**config.mk**
```make
export PLATFORM = sky130hd
export DESIGN_NAME = bcd_down_counter
export DESIGN_NICKNAME = d
export VERILOG_FILES = /design/src/rtl/bcd_down_counter_pkg.sv /design/src/rtl/bcd_digit_dec.sv /design/src/rtl/bcd_down_counter.sv
export SDC_FILE = /design/constraint.sdc
export NUM_CORES = 1
export LEC_CHECK = 0
export ABC_AREA = 1
export CAP_MARGIN = 20
export CORE_MARGIN = 2
export CORE_UTILIZATION = 47
export CTS_CLUSTER_SIZE = 24
export DETAILED_ROUTE_END_ITERATION = 16
export PLACE_DENSITY = 0.78
export SLEW_MARGIN = 10
export SYNTH_ARGS = -nofsm -noshare
export SYNTH_HDL_FRONTEND = slang
export SYNTH_HIERARCHICAL = 1
export SYNTH_SLANG_ARGS = --single-unit
```
**constraint.sdc**
```tcl
create_clock -name clk -period 2.4 [get_ports clk]
set_clock_uncertainty 0.05 [all_clocks]
set_input_delay 0.48 -clock clk [delete_from_list [all_inputs] [get_ports clk]]
set_output_delay 0.48 -clock clk [all_outputs]
set_load 0.05 [all_outputs]
```
**src/rtl/bcd_down_counter_pkg.sv**
```systemverilog
// Shared types and helpers for the BCD down-counter: FSM state encoding,
// digit width/limit and the per-digit preset clamp.
package bcd_down_counter_pkg;

    typedef enum logic [1:0] {
        IDLE = 2'd0,
        RUN  = 2'd1,
        ZERO = 2'd2
    } state_t;

    localparam int         BCD_W   = 4;
    localparam logic [3:0] BCD_MAX = 4'd9;

    // Non-decimal nibbles (A-F) are forced to 9 so the counter never holds an illegal digit
    function automatic logic [BCD_W-1:0] clampDigit(input logic [BCD_W-1:0] d);
        return (d > BCD_MAX) ? BCD_MAX : d;
    endfunction

endpackage

```
**src/rtl/bcd_digit_dec.sv**
```systemverilog
// One BCD digit of the decrement chain: subtracts the incoming borrow and
// passes a borrow on when the digit wraps from 0 to 9.
module bcd_digit_dec
    import bcd_down_counter_pkg::*;
(
    input  logic [BCD_W-1:0] digit,
    input  logic             borrow,
    output logic [BCD_W-1:0] result,
    output logic             borrowNext
);

    always_comb begin
        result     = digit;
        borrowNext = 1'b0;
        if (borrow) begin
            if (digit == '0) begin
                result     = BCD_MAX;
                borrowNext = 1'b1;
            end else begin
                result = digit - 1'b1;
            end
        end
    end

endmodule

```
**src/rtl/bcd_down_counter.sv**
```systemverilog
// Cascadable multi-digit BCD countdown timer with terminal borrow and done pulse.
// Define BCD_DOWN_RELOAD_EN to auto-reload the last preset after each expiry.
module bcd_down_counter
    import bcd_down_counter_pkg::*;
#(
    parameter int DIGITS = 2
) (
    input  logic                  clk,
    input  logic                  rst,
    input  logic                  en,
    input  logic                  clkEn,
    input  logic                  load,
    input  logic [4*DIGITS-1:0]   loadVal,
    output logic [4*DIGITS-1:0]   count,
    output logic                  bo,
    output logic                  busy,
    output logic                  done
);

    localparam int W = BCD_W * DIGITS;

    state_t        state;
    logic [W-1:0]  clampVal;
    logic [W-1:0]  decVal;
    logic [DIGITS:0] borrow;
    logic          tick;
    logic          underflow;

`ifdef BCD_DOWN_RELOAD_EN
    logic [W-1:0]  shadow;
`endif

    always_comb begin
        clampVal = '0;
        for (int i = 0; i < DIGITS; i++) begin
            clampVal[i*BCD_W +: BCD_W] = clampDigit(loadVal[i*BCD_W +: BCD_W]);
        end
    end

    assign borrow[0] = 1'b1;

    genvar g;
    generate
        for (g = 0; g < DIGITS; g++) begin : gDigit
            bcd_digit_dec uDigit (
                .digit      (count[g*BCD_W +: BCD_W]),
                .borrow     (borrow[g]),
                .result     (decVal[g*BCD_W +: BCD_W]),
                .borrowNext (borrow[g+1])
            );
        end
    endgenerate

    // A borrow out of the top digit means count is already zero
    assign underflow = borrow[DIGITS];
    assign tick      = en & clkEn;
    assign bo        = ~|count;
    assign busy      = (state == RUN);

    always_ff @(posedge clk or negedge rst) begin
        if (!rst) begin
            state <= IDLE;
            count <= '0;
            done  <= 1'b0;
`ifdef BCD_DOWN_RELOAD_EN
            shadow <= '0;
`endif
        end else begin
            done <= 1'b0;
            if (load) begin
                count <= clampVal;
                state <= (clampVal == '0) ? ZERO : RUN;
`ifdef BCD_DOWN_RELOAD_EN
                shadow <= clampVal;
`endif
            end else if (tick) begin
                case (state)
                    RUN: begin
                        if (underflow) begin
`ifdef BCD_DOWN_RELOAD_EN
                            count <= shadow;
`else
                            state <= ZERO;
`endif
                        end else begin
                            count <= decVal;
                            if (decVal == '0) begin
                                done <= 1'b1;
`ifndef BCD_DOWN_RELOAD_EN
                                state <= ZERO;
`endif
                            end
                        end
                    end
                    ZERO:    count <= '0;
                    default: ;
                endcase
            end
        end
    end

endmodule

```
==> metrics.md, run 1 <==
| Metric | Value |
|---|---|
| Status | `finished, final reports clean` |
| Final setup violating endpoints | `0` |
| TritonCTS buffer count | `3` |
| Final HPWL DP | `~1700 µm` |
| Max-cap violations | `0` |
| Post-synthesis sequential area ratio | `roughly 31%` |
| Total negative slack | `0 ns` |
| FMAX | `448 MHz` |
| Final period util | `around 93%` |
| Pleak | `0.578 nW` |
| Syn Inst Count | `140` |
| PortBufs | `23` |
| CTS Sinks | `11` |
| CP startpoint kind | `flip-flop` |
| Sequential standard cell area | `275 µm²` |
| Nets | `roughly 180` |
| Detail Route Antenna Nets | `0` |
| Share of the synthesized area in the top cell type | `a little under a third` |
| Crit-path cells | `inv_1, nand2_1, inv_1, clkdlybuf4s50_1` |
| Routability cong. | `just over 0.9` |
| Crit end category | `output pin` |
| Layout cells sized above 1 | `between 10% and 20%` |
| Largest net degree at the start of global routing | `14` |
| Global route total overflow | `0` |
| WS Path Type | `reg2out` |
| CTS Buffer Depth | `2` |
| Core outline area | `roughly 1700 µm²` |
| Worst-Margin Slew | `0.522 ns` |
| Synth Cell Area | `~890 µm²` |
| Maximum VDD drop | `394 µV` |
| CP delay by family, top | `buffers and inverters` |
| Worst Path Max Fanout | `3` |
| Antenna violations before repair | `0` |
| Internal reg-to-reg setup slack | `around 0.44 ns` |
| Remaining DRCs | `0` |
| Slew margin rel. | `between 60 and 70%` |
| Die Span Y | `47.5 µm` |
| Final Hold Viols | `0` |
| Filler Cell Count | `about 180` |
| WL/cell | `~11 µm` |
| Final Max Slew Viols | `0` |
| I/O pin count | `24` |
| Antenna cells | `0` |
| Arr. time, crit path | `approximately 1.7 ns` |
| Total track usage | `between 20% and 30%` |
| Top cells by area, synth | `dfrtp_1, nand2_1, nor2_1` |
| DR iter-0 viols | `21` |
| Cts hold-fix bufs | `0` |
| Clock slew seen by the registers of the worst setup and hold paths | `about 0.080 ns` |
| Drt first pass iters | `4` |
| Initial Utilization | `between 50% and 60%` |
| Ys Warns | `6` |
| Root Driver | `clkbuf_4` |
| Total Wirelength | `~2100 µm` |
| Post CTS Setup Buffer Count | `0` |
| Drt via density | `about 5` |
| Footprint of the multi-input gates | `about 530 µm²` |
| Slowest stage delay, CP | `slightly below 0.8 ns` |
| RSZ-0062 raised after global routing | `no` |
| Most common cell on crit path | `inv_1` |
| P&R area growth vs syn | `31.5%` |
| Tot Pwr | `~0.9 mW` |
| Slowest-stage cell, CP | `clkdlybuf4s50_1` |
| Tmin final | `2.23 ns` |
| Clk_lat worst skew | `0.28 ns` |
| Resized cells post-CTS | `0` |
| Buf+Inv Stages, Crit Path | `3` |
| # H-tree levels | `1` |
| CTS tree | `built` |
| Row count | `15` |
| #FFs+latches synth | `11` |
| Hold Path Class | `reg2reg` |
| Global-route wire length before repair | `~3500 µm` |
| Syn avg cell area | `between 6 and 7 µm²` |
| CP Data Required Time | `~1.9 ns` |
| Die Width | `47.5 µm` |
| Via count | `~960` |
| Power per cell area | `around 760 nW/µm²` |
| Most area-hungry cell type in the Yosys netlist | `dfrtp_1` |
| Die area | `around 2300 µm²` |
| Vias in the first global route | `about 840` |
| Distinct cells, synth | `20` |
## sequential cells by signal, indices dropped and copies added, names as in the netlist
name and cells:
done 1, state 2, count 8
## synth_stat cells
cell type,count
nand2_4,1
xor2_1,2
nand3_2,3
nor3_1,2
o21ai_0,8
nor4_1,1
nand2_2,1
nand3_1,10
nand4_1,3
buf_6,2
dfrtp_1,11
nor2_1,16
a21oi_1,3
inv_1,15
nor2_4,2
inv_2,6
nor2_2,1
o21ai_2,4
nand2_1,48
conb_1,1
## report_power, final
group	total [mW]	internal, mW	switching (mW)	leakage [nW]
clock network	0.136	0.0646	0.0715	0.0150
registers	0.265	0.220	0.0456	0.137
logic	0.483	0.163	0.319	0.426
## stage by stage
| step | instance area (µm²) | worst slack, ns | util, % | hold slack, ns | cells |
|---|---|---|---|---|---|
| floorplan | 907 | 0.139 | - | 0.134 | 143 |
| global route | 1170 | 0.0882 | 67.0 | 0.512 | 193 |
| detailed placement | 1140 | 0.423 | 65.5 | 0.440 | 189 |
| CTS | 1170 | 0.157 | 67.0 | 0.459 | 193 |
| global placement | 1140 | 0.452 | 65.5 | 0.432 | 189 |
| finish | 1170 | 0.167 | 67.0 | 0.456 | 193 |
## tightest hold or removal path: cells and delay by family (launching register included)
kind | cells | cell delay, ns
DFF | 1 | 0.37
and+or+nand+nor | 2 | 0.11
## layout make-up
cell class | instances | area share, %
Inverter | 21 | 6.74
Clock buffer | 4 | 2.25
Timing Repair Buffer | 23 | 19.5
Sequential cell | 11 | 23.5
Tap cell | 25 | 2.67
Multi-Input combinational cell | 109 | 45.3
## layout by cell type, fill, tap and decap left out
master	synthesis	routed
a21oi_1	3	3
buf_4	0	1
clkbuf_1	0	1
clkbuf_4	0	3
clkdlybuf4s50_1	0	22
conb_1	1	4
dfrtp_1	11	11
inv_1	15	15
inv_2	6	6
nand2_1	48	48
nand2_2	1	1
nand2_4	1	1
nand3_1	10	10
nand3_2	3	3
nand4_1	3	3
nor2_1	16	16
nor2_2	1	1
nor2_4	2	2
nor3_1	2	2
nor4_2	0	1
o21ai_0	8	8
o21ai_2	4	4
xor2_1	2	2
## logic make-up after synthesis
logic type / after synthesis / synth area share, %
buf+inv: 23 / 11.4
compound gates: 15 / 10.1
simple gates: 88 / 45.1
flops: 11 / 30.9
other cells: 1 / 0.422
xor+xnor: 2 / 1.97
## worst paths after layout
check / from / end / cells after the start
worst max-delay path: state[1] / busy / 4
worst min-delay path: state[0] / state[0] / 2
worst max register to register: count[0] / state[1] / 12
worst min register to register: state[0] / state[0] / 2
max in group asynchronous: rst / count[4] / 1
min in group asynchronous: rst / state[0] / 1
## per-layer routing
| layer | wire, µm | global-route usage, % | vias to the layer above |
|---|---|---|---|
| met5 | 0 | 0 | - |
| met4 | 70 | 15.0 | 0 |
| met3 | 97 | 4.91 | 7 |
| met2 | 1030 | 37.6 | 26 |
| met1 | 863 | 27.2 | 434 |
| li1 | - | - | 492 |
(Power assumes the default switching activity.)
==> run 2, diff against run 1 <==
--- a/config.mk
+++ b/config.mk
@@ -12,6 +12,7 @@
 export CTS_CLUSTER_SIZE = 24
 export DETAILED_ROUTE_END_ITERATION = 16
 export PLACE_DENSITY = 0.78
+export SKIP_LAST_GASP = 1
 export SLEW_MARGIN = 10
 export SYNTH_ARGS = -nofsm -noshare
 export SYNTH_HDL_FRONTEND = slang
==> results of run 2 <==
Final layout, timing and power as in run 1 (identical DEF).
